File: config.mk
export PLATFORM = sky130hd
export DESIGN_NAME = rf_param
export DESIGN_NICKNAME = d
export VERILOG_FILES = /design/src/rtl/rf_pkg.sv /design/src/rtl/rf_clear_seq.sv /design/src/rtl/rf_param.sv
export SDC_FILE = /design/constraint.sdc
export NUM_CORES = 1
export LEC_CHECK = 0
export BUFFER_PORTS_ARGS = -buffer_cell sky130_fd_sc_hd__buf_2
export CORE_UTILIZATION = 42
export DETAILED_ROUTE_END_ITERATION = 8
export HOLD_SLACK_MARGIN = 0.08
export PLACE_DENSITY_LB_ADDON = 0.15
export SLEW_MARGIN = 15
export SYNTH_ARGS = -nofsm -noshare
export SYNTH_HDL_FRONTEND = slang
export SYNTH_HIERARCHICAL = 1
export SYNTH_SLANG_ARGS = --single-unit
File: constraint.sdc
create_clock -name clk -period 3.9 [get_ports clk]
set_input_delay 0.78 -clock clk [delete_from_list [all_inputs] [get_ports clk]]
set_output_delay 0.78 -clock clk [all_outputs]
set_load 0.02 [all_outputs]
File: src/rtl/rf_pkg.sv
// Shared defaults and state encoding for the parametrised integer register file.
// Pure declarations, no logic; no latency.
// No handshake of its own; consumers stall on busy.
package rf_pkg;

    localparam int          XLEN_DEF    = 32;
    localparam int          NREGS_DEF   = 32;
    localparam int          SP_IDX_DEF  = 2;
    localparam logic [31:0] SP_INIT_DEF = 32'h0000_03FC;

    typedef enum logic {
        CLEAR = 1'b0,
        RUN   = 1'b1
    } state_e;

endpackage

File: src/rtl/rf_clear_seq.sv
// Clear sequencer: walks entries 1..NREGS-1 after reset, then releases the file.
// One entry per edge; busy falls after exactly NREGS-1 edges past reset release.
// No backpressure: the core must stall while busy is high.
module rf_clear_seq
    import rf_pkg::*;
#(
    parameter int NREGS = NREGS_DEF,
    parameter int AW    = 5
) (
    input  logic          clk,
    input  logic          reset,
    output logic          busy,
    output logic          clr_we,
    output logic [AW-1:0] clr_idx
);

    localparam logic [AW-1:0] LAST_IDX = AW'(NREGS - 1);

    state_e        state_q, state_d;
    logic [AW-1:0] clr_idx_q, clr_idx_d;

    // State and index registers; reset restarts the clear at entry 1.
    always_ff @(posedge clk or posedge reset) begin
        if (reset) begin
            state_q   <= CLEAR;
            clr_idx_q <= AW'(1);
        end else begin
            state_q   <= state_d;
            clr_idx_q <= clr_idx_d;
        end
    end

    // Next state: leave CLEAR once the last entry is being written; RUN is sticky.
    always_comb begin
        state_d = state_q;
        if (state_q == CLEAR && clr_idx_q == LAST_IDX) begin
            state_d = RUN;
        end
    end

    // Index advance while clearing; parks on the last entry so it never wraps.
    always_comb begin
        clr_idx_d = clr_idx_q;
        if (state_q == CLEAR && clr_idx_q != LAST_IDX) begin
            clr_idx_d = clr_idx_q + 1'b1;
        end
    end

    // Outputs: clear writes only happen on edges where reset is low.
    always_comb begin
        busy    = (state_q == CLEAR);
        clr_we  = (state_q == CLEAR) && !reset;
        clr_idx = clr_idx_q;
    end

endmodule

File: src/rtl/rf_param.sv
// Parametrised 2-read/1-write integer register file with clear sequencer and bypass.
// Reads are 0 cycles (READ_REG=0) or 1 edge (READ_REG=1); writes land on the edge.
// Writes and reads are ignored/zeroed while busy; the core must stall on busy.
module rf_param
    import rf_pkg::*;
#(
    parameter int          XLEN     = XLEN_DEF,
    parameter int          NREGS    = NREGS_DEF,
    parameter int          AW       = 5,
    parameter int          READ_REG = 0,
    parameter int          BYPASS   = 1,
    parameter int          SP_IDX   = SP_IDX_DEF,
    parameter logic [31:0] SP_INIT  = SP_INIT_DEF
) (
    input  logic            clk,
    input  logic            reset,
    input  logic            we,
    input  logic [AW-1:0]   waddr,
    input  logic [XLEN-1:0] wdata,
    input  logic [AW-1:0]   ra1,
    input  logic [AW-1:0]   ra2,
    output logic [XLEN-1:0] rd1,
    output logic [XLEN-1:0] rd2,
    output logic            busy
);

    localparam bit              SP_EN     = (SP_IDX != 0) && (SP_IDX < NREGS);
    localparam logic [AW-1:0]   SP_ADDR   = AW'(SP_IDX);
    localparam logic [XLEN-1:0] SP_VAL    = XLEN'(SP_INIT);
    localparam logic [AW:0]     NREGS_EXT = (AW + 1)'(NREGS);

    logic            seq_busy;
    logic            clr_we;
    logic [AW-1:0]   clr_idx;
    logic            run;
    logic            user_we;
    logic            wr_en;
    logic [AW-1:0]   wr_addr;
    logic [XLEN-1:0] wr_data;
    logic [XLEN-1:0] mem_q [NREGS];
    logic [AW-1:0]   ra   [2];
    logic [XLEN-1:0] rd_c [2];

    rf_clear_seq #(
        .NREGS (NREGS),
        .AW    (AW)
    ) u_clear_seq (
        .clk     (clk),
        .reset   (reset),
        .busy    (seq_busy),
        .clr_we  (clr_we),
        .clr_idx (clr_idx)
    );

    assign run   = !seq_busy;
    assign busy  = seq_busy;
    assign ra[0] = ra1;
    assign ra[1] = ra2;

    // A user write counts only in RUN, to a non-zero in-range entry.
    always_comb begin
        user_we = run && we && (waddr != '0) && ({1'b0, waddr} < NREGS_EXT);
    end

    // Single write port: the clear sequencer owns it while clearing.
    always_comb begin
        wr_en   = 1'b0;
        wr_addr = waddr;
        wr_data = wdata;
        if (clr_we) begin
            wr_en   = 1'b1;
            wr_addr = clr_idx;
            wr_data = (SP_EN && clr_idx == SP_ADDR) ? SP_VAL : '0;
        end else if (user_we) begin
            wr_en = 1'b1;
        end
    end

    // Array storage; deliberately not reset, the sequencer zeroes it instead.
    always_ff @(posedge clk) begin
        if (wr_en) begin
            mem_q[wr_addr] <= wr_data;
        end
    end

    // Read data: zero while busy or for entry 0 / out-of-range, else bypass or array.
    always_comb begin
        for (int p = 0; p < 2; p++) begin
            rd_c[p] = '0;
            if (run && ra[p] != '0 && {1'b0, ra[p]} < NREGS_EXT) begin
                if (BYPASS != 0 && user_we && waddr == ra[p]) begin
                    rd_c[p] = wdata;
                end else begin
                    rd_c[p] = mem_q[ra[p]];
                end
            end
        end
    end

    if (READ_REG != 0) begin : g_rd_reg
        logic [XLEN-1:0] rd1_q, rd1_d, rd2_q, rd2_d;

        // Output register input: rd_c is already 0 during CLEAR, so the register holds 0 then.
        always_comb begin
            rd1_d = rd_c[0];
            rd2_d = rd_c[1];
        end

        // Output registers load every edge and clear asynchronously on reset.
        always_ff @(posedge clk or posedge reset) begin
            if (reset) begin
                rd1_q <= '0;
                rd2_q <= '0;
            end else begin
                rd1_q <= rd1_d;
                rd2_q <= rd2_d;
            end
        end

        assign rd1 = rd1_q;
        assign rd2 = rd2_q;
    end else begin : g_rd_comb
        assign rd1 = rd_c[0];
        assign rd2 = rd_c[1];
    end

endmodule

Word-level counts from Yosys, hierarchy flattened
Memory sizes are Yosys's and may differ from the RTL's.
Cells that the tools add are included.
{"block": "op_classes", "n_addsub": 1, "eq_ne": 5, "mux": 11, "n_bitwise": 1, "n_reduce_logical": 13}
{"cell": "$mux W32", "count": 5}
{"cell": "$reduce_bool A5 Y1", "count": 3}
{"cell": "$eq A5 B5 Y1", "count": 2}
{"cell": "$mux W10", "count": 1}
{"cell": "$logic_and A1 B1 Y1", "count": 9}
{"cell": "$add A5 B1 Y5 const B", "count": 1}
{"cell": "$eq A5 B2 Y1 const B", "count": 1}
{"cell": "$eq A5 B5 Y1 const B", "count": 1}
{"cell": "$mux W5", "count": 1}
{"cell": "$ne A5 B5 Y1 const B", "count": 1}
{"cell": "$mux W1", "count": 4}
{"cell": "$logic_not A1 Y1", "count": 1}
{"cell": "$not A1 Y1", "count": 1}
{"block": "word_totals", "register_bits": 6, "ram_bits": 1024, "word_cells": 34, "memories": 1}
{"memory": "mem_q", "depth": 32, "word_bits": 32, "read_ports": 2, "rd_clocked_by_memory_dff": 0, "wr": 1, "line_no": "rf_param.sv:40", "text": "logic [XLEN-1:0] mem_q [NREGS];"}

Longest topological paths before layout
{"block": "logic_depth", "word_depth": 6, "ltp_mapped": 9, "mapped_depth_nobuf": 6}

Hierarchy
Netlist, hierarchy kept.
{"mod": "rf_param", "instances": 1, "cells_each": 2710, "area_each_um2": 48580.3, "seq_area_each_um2": 30749.5}
{"mod": "rf_clear_seq", "instances": 1, "cells_each": 21, "area_each_um2": 267.8, "seq_area_each_um2": 151.4}

Worst setup path before layout
Ideal clock, no wire load.
{"block": "synth_path", "kind": "input -> register", "start": "in reset", "end": "mem mem_q[0][0] (netlist name), enable pin", "setup_time_ps": 421, "arrival_ps": 3147, "setup_slack_ps": 332, "path_stages": 5, "path_buffers": 1, "cell_sequence": "nor2_1 clkbuf_1 mux2i_1 nand2_1 nor2_1"}
{"block": "synth_between", "elab_chain_cells": 5, "word_cells_on_any_way": 6, "cone_classes": "mux: 4; reduce/logical: 2"}
{"element": "start, declared", "line_no": "rf_param.sv:16", "text": "input logic reset,"}
{"element": "$logic_not A1 Y1 *", "line_no": "rf_clear_seq.sv:52", "text": "clr_we = (state_q == CLEAR) && !reset;"}
{"element": "$logic_and A1 B1 Y1 *", "line_no": "rf_clear_seq.sv:52"}
{"element": "$mux W1", "line_no": "rf_param.sv:70", "text": "if (clr_we) begin"}
{"element": "$mux W1", "line_no": "rf_param.sv:81", "text": "if (wr_en) begin"}
{"element": "$mux W1 (implied by the code)", "line_no": "rf_param.sv:82", "text": "mem_q[wr_addr] <= wr_data;"}
{"element": "end, declared", "line_no": "rf_param.sv:40"}
Every way passes the cells marked *; elsewhere a longest branch is shown, timed or not.

Final worst setup path
{"block": "layout_path", "start": "in ra2[2]", "end": "out rd2[0]"}
{"block": "layout_between", "elab_chain_cells": 4, "word_cells_on_any_way": 7, "cone_classes": "eq/ne: 1; mux: 2; reduce/logical: 3; memory: 1"}
{"element": "start, declared", "line_no": "rf_param.sv:21", "text": "input logic [AW-1:0] ra2,"}
{"element": "parallel branches: the longest is 3 deep, another holds $mem_v2 Z32 W32"}
{"element": "$mux W32 *", "line_no": "rf_param.sv:90", "text": "if (run && ra[p] != '0 && {1'b0, ra[p]} < NREGS_EXT) begin"}
{"element": "end, declared", "line_no": "rf_param.sv:23", "text": "output logic [XLEN-1:0] rd2,"}
Every way passes the cells marked *.

==> summary.txt <==
Clock network
  • TritonCTS clock tree: done
  • Clock transition at path regs: about 0.060 ns
  • CTS Root Cell: clkbuf_16
  • Clk_lat worst skew: 0.71 ns
  • Clock Tree Buf Depth: 3
  • # clock sinks: 1030
  • Num CTS Buffers: approximately 110
  • Htree depth: 3

GRT
  • Initial antenna violation count: 10
  • Vias in the first global route: 31.3k
  • Grt ovf: 0
  • Pin count of the biggest net entering global routing: 55
  • First-pass GRT wire length: around 230000 µm
  • GR Util All Layers: 0.270

Setup path
  • Worst Path Max Fanout: 14
  • Most common cell on crit path: buf_4
  • CP max stage delay: about 0.56 ns
  • Slowest-stage cell, CP: nor2b_4
  • Critical Path Source Type: input port
  • Worst EP arrival: 3.06 ns
  • Crit Path Category: in -> out
  • Critical path capture point type: output port
  • Crit path cell chain: buf_4 -> nor2b_4 -> buf_4 -> a221oi_1 -> o21ai_0 -> nand2_1 -> a221o_1 -> buf_2
  • WP data required: approximately 3.1 ns
  • R2r worst-path depth: 6

Place
  • Hpwl dp: slightly below 100000 µm
  • Placer congestion estimate: 0.879
  • Port Buffers: 114
  • Setup slack at placement: roughly 0.082 ns

STA
  • Worst-margin pin slew: 1.19 ns
  • TNS Setup: 0 ns
  • Final setup vio count: 0
  • Fmax: approximately 0.26 GHz
  • Max-slew violation count: 0
  • PnR worst setup slack: about 0.062 ns
  • RSZ-0062 raised after global routing: false
  • Final period util: 0.984
  • Rel. slew slack: 0.205
  • Final Hold Viols: 0
  • Post-layout min period: around 3.8 ns
  • Skew final: 0.0333 ns

Routing
  • Routed length per placed instance: between 30 and 40 µm
  • Iter 0 DRT Violations: about 3.5k
  • Final wirelength: around 160000 µm
  • Post-DRT Antenna Nets: 0
  • Via density per instance: around 6.5
  • Remaining routing DRC violations: 0
  • Vias: between 30k and 40k
  • First-pass DRT Iterations: 8

Cells and area
  • Final net count: 3049
  • Commonest non-fill, non-tap cells in the layout: edfxtp_1, mux2i_1, mux4_2, a221oi_1, buf_4
  • Area Growth Syn to Fin: 17.3%
  • Final Util: 0.499
  • Layout cells sized above 1: 0.305
  • Commonest non-fill, non-tap cell in the layout: edfxtp_1

Run
  • Maxcap violations: 0

Die
  • Die X: between 300 and 400 µm
  • Io pins: 115
  • Core area: around 110000 µm²
  • Starting Density: 0.425
  • Die ar.: 118000 µm²
  • Die H: about 340 µm
  • Row cnt: roughly 120

Yosys
  • Post-synthesis register bit count: 1030
  • Synthesized area: approximately 50000 µm²
  • Post-Syn Area per Cell: ~18 µm²
  • Sequential fraction of the synthesis area: 0.633
  • Synth cell types: 50
  • Mapped Nets: 2783
  • Synth Warn #: 6
  • Mapped Cells: 2731

Min path
  • Hold depth: 2
  • Tightest Hold Check Type: in -> reg

Run status
  • Status: completed

Power and ir drop
  • P per Cell Area: between 400 and 500 nW/µm²
  • Peak supply drop: approximately 330 µV
  • Leakage: 19.1 nW
-- layer usage --
metal,GRT usage,wire length [µm],part of all wire
met4,0.0915,5200,0.033
met2,0.424,73900,0.47
met1,0.375,64400,0.41
met5,0,61,0.00039
met3,0.0550,14600,0.092
-- path summary, 6_finish.rpt --
kind | from | to | slack [ns]
worst max-delay path | ra2[2] | rd2[0] | 0.06
worst min-delay path | wdata[1] | mem_q[18][1]$_DFFE_PP_ | 0.55
worst max register to register | u_clear_seq/state_q$_DFFE_PP0P_ | mem_q[21][12]$_DFFE_PP_ | 0.91
worst min register to register | u_clear_seq/clr_idx[0]$_DFFE_PP1P_ | u_clear_seq/clr_idx[0]$_DFFE_PP1P_ | 0.58
max in group asynchronous | reset | u_clear_seq/clr_idx[0]$_DFFE_PP1P_ | 3.02
min in group asynchronous | reset | u_clear_seq/clr_idx[1]$_DFFE_PP0P_ | 0.62
-- Yosys cell counts (all sizes together) --
cell,number,share of area
a2111oi,1,0.00056
a211oi,64,0.0098
a21oi,33,0.0034
a221o,64,0.013
a221oi,160,0.029
a22oi,96,0.015
a31oi,2,0.00026
a32o,1,0.00020
a32oi,1,0.00018
and2,1,0.00013
and3,1,0.00013
and4b,1,0.00020
buf,121,0.015
clkbuf,108,0.0083
dfrtp,5,0.0026
dfstp,1,0.00054
edfxtp,1024,0.63
ha,2,0.00051
inv,17,0.0013
mux2,3,0.00069
mux2i,353,0.072
mux4,352,0.16
nand2,46,0.0035
nand3,3,0.00031
nand4,1,0.00013
nand4b,1,0.00018
nor2,75,0.0060
nor2b,61,0.0079
nor3,5,0.00051
nor3b,1,0.00026
nor4,1,0.00013
nor4bb,1,0.00020
o21ai,73,0.0075
o21bai,32,0.0049
o311ai,1,0.00033
o31ai,2,0.00031
o32ai,1,0.00018
o41ai,2,0.00090
or2,1,0.00013
xnor2,12,0.0022
xor2,1,0.00018
-- worst max-delay path, delay by kind of cell --
kind	cells	cell delay [ns]
simple gates	2	0.73
compound gates	3	0.69
buf+inv	3	0.83
-- area by class of cell --
cell class / count / area (µm²)
Clock inverter: 64 / 382
Multi-Input combinational cell: 1455 / 17100
Sequential cell: 1030 / 30900
Fill cell: 9325 / 57500
Clock buffer: 138 / 2960
Timing Repair Buffer: 380 / 3960
Inverter: 17 / 65.1
Tap cell: 1512 / 1890
Antenna cell: 3 / 7.51
-- stage by stage --
stage / hold slack (ns) / instance area (µm²) / instances / total power [mW]
floorplan: 0.519 / 48800 / 2731 / 14.0
global placement: 0.570 / 53900 / 4393 / 15.1
global route: 0.529 / 57300 / 4597 / 25.4
finish: 0.550 / 57300 / 4599 / 24.8
CTS: 0.502 / 57300 / 4596 / 24.9
detailed placement: 0.572 / 53900 / 4393 / 15.1
-- flip-flops by register name, summed over array words and instances, names as in the netlist --
| signal | cells |
|---|---|
| u_clear_seq/state_q | 1 |
| u_clear_seq/clr_idx | 5 |
| mem_q | 1024 |
-- report_power, final --
part | switching (mW) | internal (mW) | total [mW]
logic | 1.58 | 1.04 | 2.61
clock network | 4.32 | 5.54 | 9.87
registers | 0.0293 | 12.3 | 12.3
total | 5.93 | 18.8 | 24.8
-- repair_timing --
item / in CTS / in global routing
setup buffers: 0 / 0
hold buffers: 1 / 0
hold endpoints to repair: 5 / 0
resized for setup: 2 / 0
setup endpoints to repair: 27 / 0
-- logic make-up after synthesis --
group                      Yosys count  synth area share
buffers and inverters              246            0.0245
and+or+nand+nor                    199            0.0197
xor gates and xnor gates            13           0.00233
AOI/OAI and AO/OA                  533            0.0851
adders and majority gates            2          0.000512
muxes                              708             0.235
DFF                               1030             0.633
Note: power is estimated with default switching activity, not from simulation.
